$ cat src/rtl/uart_rx_parity_pkg.sv
`default_nettype none
// ============================================================================
//  Module      : uart_pkg
//  Description : Shared types and constants for the 8-bit UART link
//                (receiver state encoding, default sizes, parity selects).
//  Revision    : 1.0 - initial release
// ============================================================================
package uart_pkg;

   // Receiver state encoding
   typedef enum logic [2:0] {
      IDLE   = 3'd0,
      START  = 3'd1,
      DATA   = 3'd2,
      PARITY = 3'd3,
      STOP   = 3'd4
   } state_t;

   localparam int OVERSAMPLE_DEF = 16;
   localparam int DATA_BITS_DEF  = 8;

   // Parity selects, identical meaning on transmit and receive side
   localparam logic PARITY_EVEN = 1'b0;
   localparam logic PARITY_ODD  = 1'b1;

endpackage
`default_nettype wire

$ cat src/rtl/uart_rx_parity_if.sv
`default_nettype none
// ============================================================================
//  Module      : uart_rx_parity_if
//  Description : Line-side inputs and byte-side results of the UART receiver.
//                master = stimulus/consumer side, slave = receiver side.
//  Revision    : 1.0 - initial release
// ============================================================================
interface uart_rx_parity_if
   import uart_pkg::*;
#(
   parameter int DATA_BITS = DATA_BITS_DEF
);
   logic                 baud_tick;
   logic                 rx;
   logic                 parity_type;
   logic [DATA_BITS-1:0] data_out;
   logic                 data_valid;
   logic                 parity_err;
   logic                 frame_err;
   logic                 busy;

   modport master (
      output baud_tick, rx, parity_type,
      input  data_out, data_valid, parity_err, frame_err, busy
   );

   modport slave (
      input  baud_tick, rx, parity_type,
      output data_out, data_valid, parity_err, frame_err, busy
   );
endinterface
`default_nettype wire

$ cat src/rtl/uart_rx_parity_sync_2ff.sv
`default_nettype none
// ============================================================================
//  Module      : sync_2ff
//  Description : 1-bit two-flop synchroniser with configurable reset value.
//  Revision    : 1.0 - initial release
// ============================================================================
module sync_2ff #(
   parameter logic RESET_VAL = 1'b1
) (
   input  wire logic clk,
   input  wire logic rst,
   input  wire logic d,
   output logic      q
);
   logic meta;

   // Two back-to-back flops give the first stage a full cycle to settle
   always_ff @(posedge clk) begin
      if (rst) begin
         meta <= RESET_VAL;
         q    <= RESET_VAL;
      end else begin
         meta <= d;
         q    <= meta;
      end
   end
endmodule
`default_nettype wire

$ cat src/rtl/uart_rx_parity.sv
`default_nettype none
// ============================================================================
//  Module      : uart_rx_parity
//  Description : UART receiver, 1 start / DATA_BITS data (LSB first) /
//                1 parity / 1 stop. Mid-bit sampling on an oversampled
//                baud strobe; reports byte plus parity and framing errors.
//  Revision    : 1.0 - initial release
// ============================================================================
module uart_rx_parity
   import uart_pkg::*;
#(
   parameter int OVERSAMPLE = OVERSAMPLE_DEF,
   parameter int DATA_BITS  = DATA_BITS_DEF
) (
   input  wire logic         clk,
   input  wire logic         rst,
   uart_rx_parity_if.slave   bus
);
   localparam int TW = $clog2(OVERSAMPLE);
   localparam int BW = $clog2(DATA_BITS);

   localparam logic [TW-1:0] TICK_MID = TW'(OVERSAMPLE / 2 - 1);
   localparam logic [TW-1:0] TICK_END = TW'(OVERSAMPLE - 1);
   localparam logic [BW-1:0] LAST_BIT = BW'(DATA_BITS - 1);

   state_t               state;
   logic [TW-1:0]        tick_cnt;
   logic [BW-1:0]        bit_cnt;
   logic [DATA_BITS-1:0] shift_reg;
   logic                 perr;
   logic                 rx_s;
   logic                 rx_d;
   logic [DATA_BITS-1:0] data_out;
   logic                 data_valid;
   logic                 parity_err;
   logic                 frame_err;
   logic                 busy;

   sync_2ff #(
      .RESET_VAL (1'b1)
   ) u_sync (
      .clk (clk),
      .rst (rst),
      .d   (bus.rx),
      .q   (rx_s)
   );

   // Frame FSM: edge-triggered start, mid-bit sampling, registered results
   always_ff @(posedge clk) begin
      if (rst) begin
         state      <= IDLE;
         tick_cnt   <= '0;
         bit_cnt    <= '0;
         shift_reg  <= '0;
         perr       <= 1'b0;
         rx_d       <= 1'b1;
         data_out   <= '0;
         data_valid <= 1'b0;
         parity_err <= 1'b0;
         frame_err  <= 1'b0;
         busy       <= 1'b0;
      end else begin
         rx_d       <= rx_s;
         data_valid <= 1'b0;
         case (state)
            IDLE: begin
               // Only a genuine high-to-low transition starts a frame
               if (rx_d && !rx_s) begin
                  state    <= START;
                  tick_cnt <= '0;
                  busy     <= 1'b1;
               end
            end
            START: begin
               if (bus.baud_tick) begin
                  if (tick_cnt == TICK_MID) begin
                     tick_cnt <= '0;
                     bit_cnt  <= '0;
                     if (!rx_s) begin
                        state <= DATA;
                     end else begin
                        // Line back high at mid start bit: a glitch
                        state <= IDLE;
                        busy  <= 1'b0;
                     end
                  end else begin
                     tick_cnt <= tick_cnt + 1'b1;
                  end
               end
            end
            DATA: begin
               if (bus.baud_tick) begin
                  if (tick_cnt == TICK_END) begin
                     tick_cnt           <= '0;
                     shift_reg[bit_cnt] <= rx_s;
                     if (bit_cnt == LAST_BIT) begin
                        state <= PARITY;
                     end else begin
                        bit_cnt <= bit_cnt + 1'b1;
                     end
                  end else begin
                     tick_cnt <= tick_cnt + 1'b1;
                  end
               end
            end
            PARITY: begin
               if (bus.baud_tick) begin
                  if (tick_cnt == TICK_END) begin
                     tick_cnt <= '0;
                     perr     <= (rx_s != ((^shift_reg) ^ bus.parity_type));
                     state    <= STOP;
                  end else begin
                     tick_cnt <= tick_cnt + 1'b1;
                  end
               end
            end
            STOP: begin
               if (bus.baud_tick) begin
                  if (tick_cnt == TICK_END) begin
                     // Back to IDLE at mid stop bit so a following start
                     // edge in the second half is still caught
                     tick_cnt   <= '0;
                     data_out   <= shift_reg;
                     parity_err <= perr;
                     frame_err  <= ~rx_s;
                     data_valid <= 1'b1;
                     state      <= IDLE;
                     busy       <= 1'b0;
                  end else begin
                     tick_cnt <= tick_cnt + 1'b1;
                  end
               end
            end
            default: begin
               state <= IDLE;
               busy  <= 1'b0;
            end
         endcase
      end
   end

   assign bus.data_out   = data_out;
   assign bus.data_valid = data_valid;
   assign bus.parity_err = parity_err;
   assign bus.frame_err  = frame_err;
   assign bus.busy       = busy;

endmodule
`default_nettype wire

$ cat src/flat_wrapper.sv
// flat-port wrapper written by rule: the top's interface ports become plain ports
module uart_rx_parity_flat import uart_pkg::*;
#(
   parameter int OVERSAMPLE = OVERSAMPLE_DEF,
   parameter int DATA_BITS  = DATA_BITS_DEF
)
  (clk, rst, bus_baud_tick, bus_rx, bus_parity_type, bus_data_out, bus_data_valid, bus_parity_err, bus_frame_err, bus_busy);
  uart_rx_parity_if #(.DATA_BITS(DATA_BITS)) bus_i ();
  input  wire logic clk;
  input  wire logic rst;
  input wire logic [$bits(bus_i.baud_tick)-1:0] bus_baud_tick;
  input wire logic [$bits(bus_i.rx)-1:0] bus_rx;
  input wire logic [$bits(bus_i.parity_type)-1:0] bus_parity_type;
  output wire logic [$bits(bus_i.data_out)-1:0] bus_data_out;
  output wire logic [$bits(bus_i.data_valid)-1:0] bus_data_valid;
  output wire logic [$bits(bus_i.parity_err)-1:0] bus_parity_err;
  output wire logic [$bits(bus_i.frame_err)-1:0] bus_frame_err;
  output wire logic [$bits(bus_i.busy)-1:0] bus_busy;
  assign bus_i.baud_tick = bus_baud_tick;
  assign bus_i.rx = bus_rx;
  assign bus_i.parity_type = bus_parity_type;
  assign bus_data_out = bus_i.data_out;
  assign bus_data_valid = bus_i.data_valid;
  assign bus_parity_err = bus_i.parity_err;
  assign bus_frame_err = bus_i.frame_err;
  assign bus_busy = bus_i.busy;
  uart_rx_parity #(.OVERSAMPLE(OVERSAMPLE), .DATA_BITS(DATA_BITS)) u_core (.clk(clk), .rst(rst), .bus(bus_i));
endmodule
$ cat config.mk
export PLATFORM = sky130hd
export DESIGN_NAME = uart_rx_parity_flat
export DESIGN_NICKNAME = d
export VERILOG_FILES = /design/src/rtl/uart_rx_parity_pkg.sv /design/src/rtl/uart_rx_parity_if.sv /design/src/rtl/uart_rx_parity_sync_2ff.sv /design/src/rtl/uart_rx_parity.sv /design/src/flat_wrapper.sv
export SDC_FILE = /design/constraint.sdc
export NUM_CORES = 1
export LEC_CHECK = 0
export ABC_AREA = 1
export CORE_ASPECT_RATIO = 2
export CORE_MARGIN = 4
export CORE_UTILIZATION = 50
export DETAILED_ROUTE_END_ITERATION = 10
export GPL_TIMING_DRIVEN = 0
export PLACE_DENSITY = 0.74
export SYNTH_ARGS = -nofsm -noshare
export SYNTH_HDL_FRONTEND = slang
export SYNTH_SLANG_ARGS = --single-unit
$ cat constraint.sdc
create_clock -name clk -period 1.4 [get_ports clk]
set_input_delay 0.28 -clock clk [delete_from_list [all_inputs] [get_ports clk]]
set_output_delay 0.28 -clock clk [all_outputs]
set_load 0.01 [all_outputs]
## Yosys cells after proc, flatten, opt, wreduce, memory -nomap -nowiden

Cells that the tools add are included.

| operators by class | value |
|---|---|
| muxes and demuxes | 35 |
| $lt $le $gt $ge | 2 |
| bitwise gates (word level) | 5 |
| eq/ne operators | 21 |
| reduce and logical (&&, ||, !) cells | 17 |
| $add $sub $neg | 2 |

Operators with widths:

| cell | count |
|---|---|
| 3-bit 2-to-1 mux | 15 |
| 4-bit 2-to-1 mux | 5 |
| 3-bit case mux with 5 select lines | 1 |
| 2-bit by 1-bit inequality test with 1-bit output, second input constant | 7 |
| 2-bit inequality test, second input constant | 6 |
| 4-bit case mux with 3 select lines | 1 |
| 10-bit AND reduction | 1 |
| 3-bit AND reduction | 3 |
| 8-bit bitwise mux | 1 |
| 1-bit 2-to-1 mux | 8 |
| 8-bit parity | 1 |
| 7-bit AND reduction | 1 |
| 3-bit by 2-bit == test with 1-bit output, second input constant | 2 |
| 3-bit == test, second input constant | 2 |
| 3-bit case mux with 2 select lines | 1 |
| 6-bit AND reduction | 1 |
| 3-bit OR reduction | 2 |
| 4-bit by 1-bit adder with 4-bit output, second input constant | 1 |
| 4-bit by 3-bit == test with 1-bit output, second input constant | 1 |
| 4-bit == test, second input constant | 1 |
| 3-bit by 4-bit less-than comparator with 1-bit output, second input constant | 1 |
| 1-bit NOT | 4 |
| 1-bit case mux with 4 select lines | 1 |
| 4-bit AND reduction | 1 |
| other kinds (13) | 14 |

| storage, ports and cells | value |
|---|---|
| output and inout bits | 12 |
| bits in registers | 34 |
| input bits | 5 |
| logic and storage cells | 95 |

## Depth between registers and ports, before layout

Gate-level depths: netlist of the first run.

| depth | value |
|---|---|
| depth after elaboration | 5 |
| depth in mapped cells | 11 |
| mapped depth without buffers | 11 |

## Modules after synthesis

Synthesis of the first run repeated with hierarchy kept, for this count alone.

| unflattened totals | value |
|---|---|
| cells, all modules | 257 |
| area, all modules | 1717.9 um2 |

By module, submodules not included:

| module | cells each | sequential area each (um2) | area an instance (um2) | times used |
|---|---|---|---|---|
| uart_rx_parity | 250 | 640.6 | 1659.1 | 1 |
| sync_2ff | 7 | 40.0 | 58.8 | 1 |

## Worst setup path after synthesis of the first run

OpenSTA, ideal clock, no wires.

| timing path | value |
|---|---|
| path type | register -> register |
| start point | reg u_core.tick_cnt[0] |
| end point | reg u_core.shift_reg[5] |
| library setup time | 0.131 ns |
| slack | -0.053 ns |
| arrival | 1.322 ns |
| stages on the path, launching flop included | 9 |
| data required time | 1.269 ns |
| clock period less this slack | 1.453 ns |
| path buffers | 0 |
| path through | dfxtp_1 -> ha_1 -> nand2_1 -> nor2_4 -> nand2_4 -> nor3_4 -> nand2_1 -> nor2_1 -> nor3_2 |

| on the way | value |
|---|---|
| cells in the longest elaborated chain, start to end | 2 |

Ends and longest elaborated chain:

| item | line | RTL |
|---|---|---|
| start: declaration | uart_rx_parity.sv:27 | `logic [TW-1:0] tick_cnt;` |
| start signal: assignment | uart_rx_parity.sv:87 | `tick_cnt <= tick_cnt + 1'b1;` |
| start signal: assignment | uart_rx_parity.sv:102 | `tick_cnt <= tick_cnt + 1'b1;` |
| start signal: assignment | uart_rx_parity.sv:113 | `tick_cnt <= tick_cnt + 1'b1;` |
| 4-bit == test | uart_rx_parity.sv:93 | `if (tick_cnt == TICK_END) begin` |
| 3-bit AND reduction (no line) | -- |  |
| end signal: indexed assignment | uart_rx_parity.sv:95 | `shift_reg[bit_cnt] <= rx_s;` |
| end: declaration | uart_rx_parity.sv:29 | `logic [DATA_BITS-1:0] shift_reg;` |

Every way passes these cells.
A chain may end at the register's enable or synchronous reset.

## Final worst setup path of the first run

| timing path | value |
|---|---|
| start point | reg u_core.tick_cnt[0] |
| end point | reg u_core.data_out[4], in the netlist u_core.bus.data_out[4] |

| on the way | value |
|---|---|
| cells in the longest elaborated chain, start to end | 2 |

Ends and longest elaborated chain:

| item | line | RTL |
|---|---|---|
| 4-bit == test | uart_rx_parity.sv:119 | `if (tick_cnt == TICK_END) begin` |
| 3-bit AND reduction (no line) | -- |  |
| end signal: assignment | uart_rx_parity.sv:123 | `data_out <= shift_reg;` |
| end: declaration | uart_rx_parity.sv:33 | `logic [DATA_BITS-1:0] data_out;` |

Every way passes these cells.

==> results.sh, run 1 <==
export IMPL_violations="negative setup slack"
export IMPL_critPathRequiredTime_ns=1.57
export IMPL_routabilityCongestion=0.860
export IMPL_clock_path_buffers=2
export IMPL_yosysSeqAreaShare=0.381
export IMPL_synth_edf_count=0
export IMPL_n_antenna_cell=0
export IMPL_seq_power_share=0.458
export IMPL_die_height_um=92.5
export IMPL_slew_headroom=0.778
export IMPL_synthTopCellsByCount="nand2_1 (75), dfxtp_1 (34), nor2_1 (31)"
export IMPL_fmax_mhz=673
export IMPL_synth_area_leaders="dfxtp_1 (38%), nand2_1 (16%), a21oi_1 (7.0%), nor2_1 (6.5%), inv_1 (5.3%)"
export IMPL_setup_viol=23
export IMPL_cts_sinks=34
export IMPL_grt_pass1_wl_um=7040
export IMPL_p_switching_mw=0.712
export IMPL_powerDensity_mw_per_mm2=965
export IMPL_synth_top_family_by_area="simple AND/OR/NAND/NOR gates"
export IMPL_rr_startpoint="u_core.tick_cnt[0]"
export IMPL_area_growth_pct=35.7
export IMPL_holdCritStartpoint="u_core.u_sync.meta"
export IMPL_cts_hold_buf=0
export IMPL_io_pins=17
export IMPL_grt_pass1_vias=1675
export IMPL_combPwrFrac=0.222
export IMPL_rows=30
export IMPL_wl_met2_um=2700
export IMPL_synthesis_area_sq_mm=0.00179
export IMPL_place_area_sq_mm=0.00202
export IMPL_async_reset_ff_frac=0
export IMPL_synth_simple_gate_area_share=0.353
export IMPL_routed_wirelength_um=4570
export IMPL_dpl_cell_count=328
export IMPL_finalMaxSlewViolations=0
export IMPL_syn_inst=264
export IMPL_worstRegToRegCells=8
export IMPL_stdcell_count=353
export IMPL_maxCapViolCount=0
export IMPL_grt_max_degree=11
export IMPL_grt_total_usage=0.197
export IMPL_path_class="reg2reg"
export IMPL_min_period_ns=1.49
export IMPL_cts_tree="yes"
export IMPL_hold_end="u_core.u_sync.q"
export IMPL_holdWs_ns=0.410
export IMPL_synth_fa_ha_area_frac=0.0210
export IMPL_synth_compound_gate_area_share=0.147
export IMPL_cp_startpoint="u_core.tick_cnt[0]"
export IMPL_drt_first_pass_iters=4
export IMPL_regToRegEndpoint="u_core.bus.data_out[4]"
export IMPL_synth_top_area_cell="dfxtp_1"
export IMPL_initial_core_util=0.523
export IMPL_remaining_drc_errors=0
export IMPL_synthFlopType="dfxtp_1"
export IMPL_die_w_um=50.3
export IMPL_clk_root_buffer_cell="clkbuf_8"
export IMPL_worst_slack_ns=-0.0867
export IMPL_antenna_found_initial=0
export IMPL_p_clk_frac=0.320
export IMPL_post_synth_cell_area_avg_sq_um=6.76
export IMPL_hold_depth=1
export IMPL_ys_ff_latch=34
export IMPL_hold_viol_final=0
export IMPL_p_sw_frac=0.304
export IMPL_hpwl_um=3030
export IMPL_end_kind="flip-flop"
export IMPL_leakagePower_nw=1.10
export IMPL_drt_iter0_drc=60
export IMPL_synthMuxAreaShare=0
export IMPL_place_ws_ns=-0.550
export IMPL_yosysUniqueCellTypes=28
export IMPL_ir_worst_vdd_mv=0.934
export IMPL_final_area_sq_mm=0.00242
export IMPL_start_kind="flip-flop"
export IMPL_drive_above_1_share=0.308
export IMPL_synth_warnings=0
export IMPL_clkTransAtPathRegs_ns=0.07
export IMPL_clk_latency_ns=0.28
export IMPL_synth_fp_nets=272
export IMPL_post_route_util=0.710
export IMPL_status="finished with violations"
export IMPL_grt_ovfl_total=0
export IMPL_r2r_slack_ns=-0.09
export IMPL_top_layer_used="met4"
export IMPL_ant_nets=0
export IMPL_viasPerCell=5.15
export IMPL_io_buffers=16
export IMPL_synth_xor_area_frac=0.0196
export IMPL_core_sq_mm=0.00342
export IMPL_crit_arrival_ns=1.66
export IMPL_drt_wirelength_per_cell_um=12.9
export IMPL_wl_met1_um=1660
export IMPL_fin_crit_sh=1.06
export IMPL_max_slew_worst_pin_slew_ns=0.330
export IMPL_cp_max_fo=5
export IMPL_wl_met3_um=99
export IMPL_min_delay_path_class="reg2reg"
export IMPL_rsz0062_at_grt="true"
export IMPL_internal_power_mw=1.63
export IMPL_final_nets=312
export IMPL_htree_levels=2
export IMPL_numCtsBuffers=5
export IMPL_fin_skew_ns=0.00441
export IMPL_num_vias=1819
export IMPL_dieArea_sq_mm=0.00465
export IMPL_synth_top_area_share=0.381
export IMPL_synth_most_common_cell="nand2_1"
[power groups by stage]
stage | combinational, mW | sequential, mW | clock [mW]
final | 0.520 | 1.07 | 0.748
after detailed placement | 0.387 | 1.08 | 0
after global placement | 0.381 | 1.08 | 0
after CTS | 0.434 | 1.06 | 0.764
after floorplan | 0.286 | 1.08 | 0
after global routing | 0.566 | 1.07 | 0.803
[layout make-up]
| type | count | area, sq um |
|---|---|---|
| clock inverters | 1 | 5.00 |
| clock buffers | 7 | 86.3 |
| well taps | 48 | 60.1 |
| repair buffers | 33 | 290 |
| inverters | 32 | 130 |
| multi-input cells | 194 | 1120 |
| fillers | 281 | 992 |
| flip-flops and latches | 34 | 703 |
| plain buffers | 4 | 26.3 |
[repair_timing]
item                                    in CTS  in global routing
endpoints found under the setup margin      40                 31
pin swaps                                   14                 23
buffers inserted                             9                  7
cloned                                       0                  1
gates resized for setup                     29                 53
[how the worst max path moves through the flow]
stage          slack (ns)  cells after the start                     end
2_1_floorplan        0.01                      8     u_core.shift_reg[7]
5_1_grt             -0.17                      9  u_core.bus.data_out[4]
6_report            -0.09                      8  u_core.bus.data_out[4]
3_3_place_gp        -0.54                      5  u_core.bus.data_out[3]
3_5_place_dp        -0.55                      5  u_core.bus.data_out[3]
4_1_cts             -0.12                      8     u_core.shift_reg[5]
[worst max-delay path, cell delays in order (launching register included)]
cell	delay, ns
dfxtp_4	0.36
ha_4	0.14
nand2_4	0.05
nor2_4	0.13
nand2_4	0.09
buf_6	0.13
nor2_4	0.18
buf_2	0.22
a21oi_1	0.08
[kinds of logic after synthesis]
family | after synthesis
xor gates and xnor gates | 4
adders and majority gates | 3
AOI/OAI and AO/OA | 49
buffers and inverters | 36
and+or+nand+nor | 138
DFF | 34
[placed cells by master, fill, tap and decap left out, types with 2 or more instances in the layout]
cell type         n
o21ai_0           7
clkbuf_2          2
nor3_1            3
o21ai_1          10
nand2_1          63
nor2_4            8
clkdlybuf4s50_1   4
nor2_1           24
dlygate4sd2_1    12
xnor2_1           3
nand3_2           4
nor2_2            5
or2_2             2
o21ai_2           4
nor3_2            2
nand3_1           8
nand2_4           4
buf_4            13
buf_2             2
dfxtp_4           5
dfxtp_1          26
inv_2             6
nand2_2          11
inv_1            23
a21oi_2           2
inv_4             2
a21oi_1          23
clkbuf_8          6
dfxtp_2           3
buf_6             3
[layer usage]
layer,global-route usage,up-vias
li1,-,924
met1,0.181,849
met2,0.390,32
met3,0.0386,14
met4,0.0901,0
met5,0,-
[metrics by stage]
stage          power, mW  setup TNS [ns]
3_5_place_dp        1.47           -9.94
5_1_grt             2.44           -3.09
4_1_cts             2.26           -1.55
6_report            2.34          -0.905
3_3_place_gp        1.46           -9.87
2_1_floorplan       1.37               0
No activity file was read; power rests on OpenSTA's default activity.
==> run 2, diff against run 1 <==
--- a/config.mk
+++ b/config.mk
@@ -11,6 +11,7 @@
 export CORE_UTILIZATION = 50
 export DETAILED_ROUTE_END_ITERATION = 10
 export GPL_TIMING_DRIVEN = 0
+export MAX_ROUTING_LAYER = met4
 export PLACE_DENSITY = 0.74
 export SYNTH_ARGS = -nofsm -noshare
 export SYNTH_HDL_FRONTEND = slang
==> constraint.sdc (replaced) <==
create_clock -name clk -period 1.23 [get_ports clk]
set_input_delay 0.246 -clock clk [delete_from_list [all_inputs] [get_ports clk]]
set_output_delay 0.246 -clock clk [all_outputs]
set_load 0.01 [all_outputs]
==> run 2 against run 1 <==
The flow still finishes with violations (negative setup slack). Register-to-register slack lost 0.21 ns. Combinational power grew 20%. Total power grew 22%. Clock skew grew 0.0031 ns. Clock power grew 34%. Fmax shrank 2.7%. Critical path depth is the same. Sequential cell count is the same. Critical path type unchanged. Largest cell class unchanged.
==> results.sh, run 2 (synthesis gave the netlist of run 1 again) <==
export IMPL_status="finished with violations"
export IMPL_violations="negative setup slack"
export IMPL_slew_headroom=0.663
export IMPL_drive_above_1_share=0.308
export IMPL_clk_root_buffer_cell="clkbuf_8"
export IMPL_ant_nets=0
export IMPL_grt_ovfl_total=0
export IMPL_initial_core_util=0.523
export IMPL_path_class="reg2reg"
export IMPL_min_period_ns=1.53
export IMPL_fin_crit_sh=1.24
export IMPL_end_kind="flip-flop"
export IMPL_clkTransAtPathRegs_ns=0.07
export IMPL_worst_slack_ns=-0.297
export IMPL_cts_tree="yes"
export IMPL_num_vias=1840
export IMPL_cp_max_fo=8
export IMPL_min_delay_path_class="reg2reg"
export IMPL_antenna_found_initial=0
export IMPL_clk_latency_ns=0.29
export IMPL_routed_wirelength_um=4610
export IMPL_remaining_drc_errors=0
export IMPL_place_ws_ns=-0.745
export IMPL_rsz0062_at_grt="true"
export IMPL_grt_max_degree=12
export IMPL_leakagePower_nw=1.12
export IMPL_setup_viol=31
export IMPL_core_sq_mm=0.00342
export IMPL_cts_sinks=34
export IMPL_start_kind="flip-flop"
export IMPL_max_slew_worst_pin_slew_ns=0.505
export IMPL_powerDensity_mw_per_mm2=1150
export IMPL_io_pins=17
export IMPL_final_nets=315
export IMPL_finalMaxSlewViolations=0
export IMPL_dieArea_sq_mm=0.00465
export IMPL_htree_levels=2
export IMPL_ir_worst_vdd_mv=0.976
export IMPL_drt_first_pass_iters=4
export IMPL_drt_iter0_drc=48
export IMPL_die_w_um=50.3
export IMPL_grt_pass1_vias=1686
export IMPL_area_growth_pct=38.8
export IMPL_routabilityCongestion=0.874
export IMPL_viasPerCell=5.17
export IMPL_io_buffers=16
export IMPL_p_total_mw=2.84
export IMPL_maxCapViolCount=0
export IMPL_rows=30
export IMPL_cts_hold_buf=0
export IMPL_die_height_um=92.5
export IMPL_hpwl_um=3110
export IMPL_final_common_cell="nand2_1"
export IMPL_layout_common_cells="nand2_1 (63), nor2_1 (26), dfxtp_1 (26), inv_1 (24), a21oi_1 (18)"
export IMPL_fin_skew_ns=0.00755
export IMPL_stdcell_count=356
export IMPL_critPathRequiredTime_ns=1.40
export IMPL_numCtsBuffers=5
export IMPL_place_area_sq_mm=0.00206
export IMPL_n_antenna_cell=0
export IMPL_fmax_mhz=655
export IMPL_drt_wirelength_per_cell_um=13.0
export IMPL_dpl_cell_count=328
export IMPL_final_area_sq_mm=0.00248
export IMPL_crit_arrival_ns=1.69
export IMPL_hold_viol_final=0
export IMPL_grt_total_usage=0.218
export IMPL_grt_pass1_wl_um=7500
export IMPL_clock_path_buffers=2
run 2: cell count changes in the layout (fill, tap and decap cells not counted), moves of 2 or more:
cell	previous run	this run
nor2_1	24	26
nand2_4	4	6
buf_2	2	0
nor2_2	5	2
a21oi_2	2	7
a21oi_1	23	18
o21ai_2	4	1
o21ai_0	7	10
nand2_2	11	9
buf_4	13	17
run 2: per-layer routing:
metal | routed length [um] | track usage | vias to the layer above
met1 | 1700 | 0.199 | 853
met4 | 176 | 0.125 | 0
met5 | 0 | - | -
met3 | 135 | 0.0419 | 14
li1 | - | - | 926
met2 | 2600 | 0.404 | 47
run 2: power breakdown:
| group | switching [mW] | internal, mW |
|---|---|---|
| sequential | 0.0576 | 1.16 |
| clock | 0.408 | 0.596 |
| combinational | 0.363 | 0.263 |
run 2: path summary, 6_finish.rpt:
path / cells after the start / from / slack [ns] / end
max: 8 / u_core.tick_cnt[1] / -0.30 / u_core.shift_reg[7]
min: 1 / u_core.u_sync.meta / 0.42 / u_core.u_sync.q
max reg2reg: 8 / u_core.tick_cnt[1] / -0.30 / u_core.shift_reg[7]
min reg2reg: 1 / u_core.u_sync.meta / 0.42 / u_core.u_sync.q
run 2: final cells by class:
type / count / area, sq um
Multi-Input combinational cell: 194 / 1140
Fill cell: 282 / 937
Sequential cell: 34 / 703
Timing Repair Buffer: 36 / 307
Inverter: 32 / 128
Clock buffer: 5 / 68.8
Tap cell: 48 / 60.1
Clock inverter: 3 / 40.0
Buffer: 4 / 31.3
run 2: what timing repair did:
action | 4_1_cts | 5_1_grt
endpoints found under the setup margin | 44 | 32
hold endpoints to repair | 0 | 0
resized for setup | 53 | 15
buffers inserted | 16 | 4
pin swaps | 18 | 19
run 2: worst max-delay path, stage by stage (launching register included):
cell	delay, ns
dfxtp_2	0.36
ha_4	0.15
nand2_4	0.05
nor2_4	0.12
nand2_4	0.10
nor3_4	0.34
nand2_1	0.09
nor2_1	0.14
nor3_2	0.05
run 2: per-stage QoR:
stage	hold WS, ns	util	TNS, ns
after global routing	0.444	0.726	-7.64
after detailed placement	0.405	0.603	-14.83
final	0.416	0.726	-5.33
after CTS	0.426	0.703	-5.30
after global placement	0.397	0.603	-14.62
after floorplan	0.325	-	-1.40
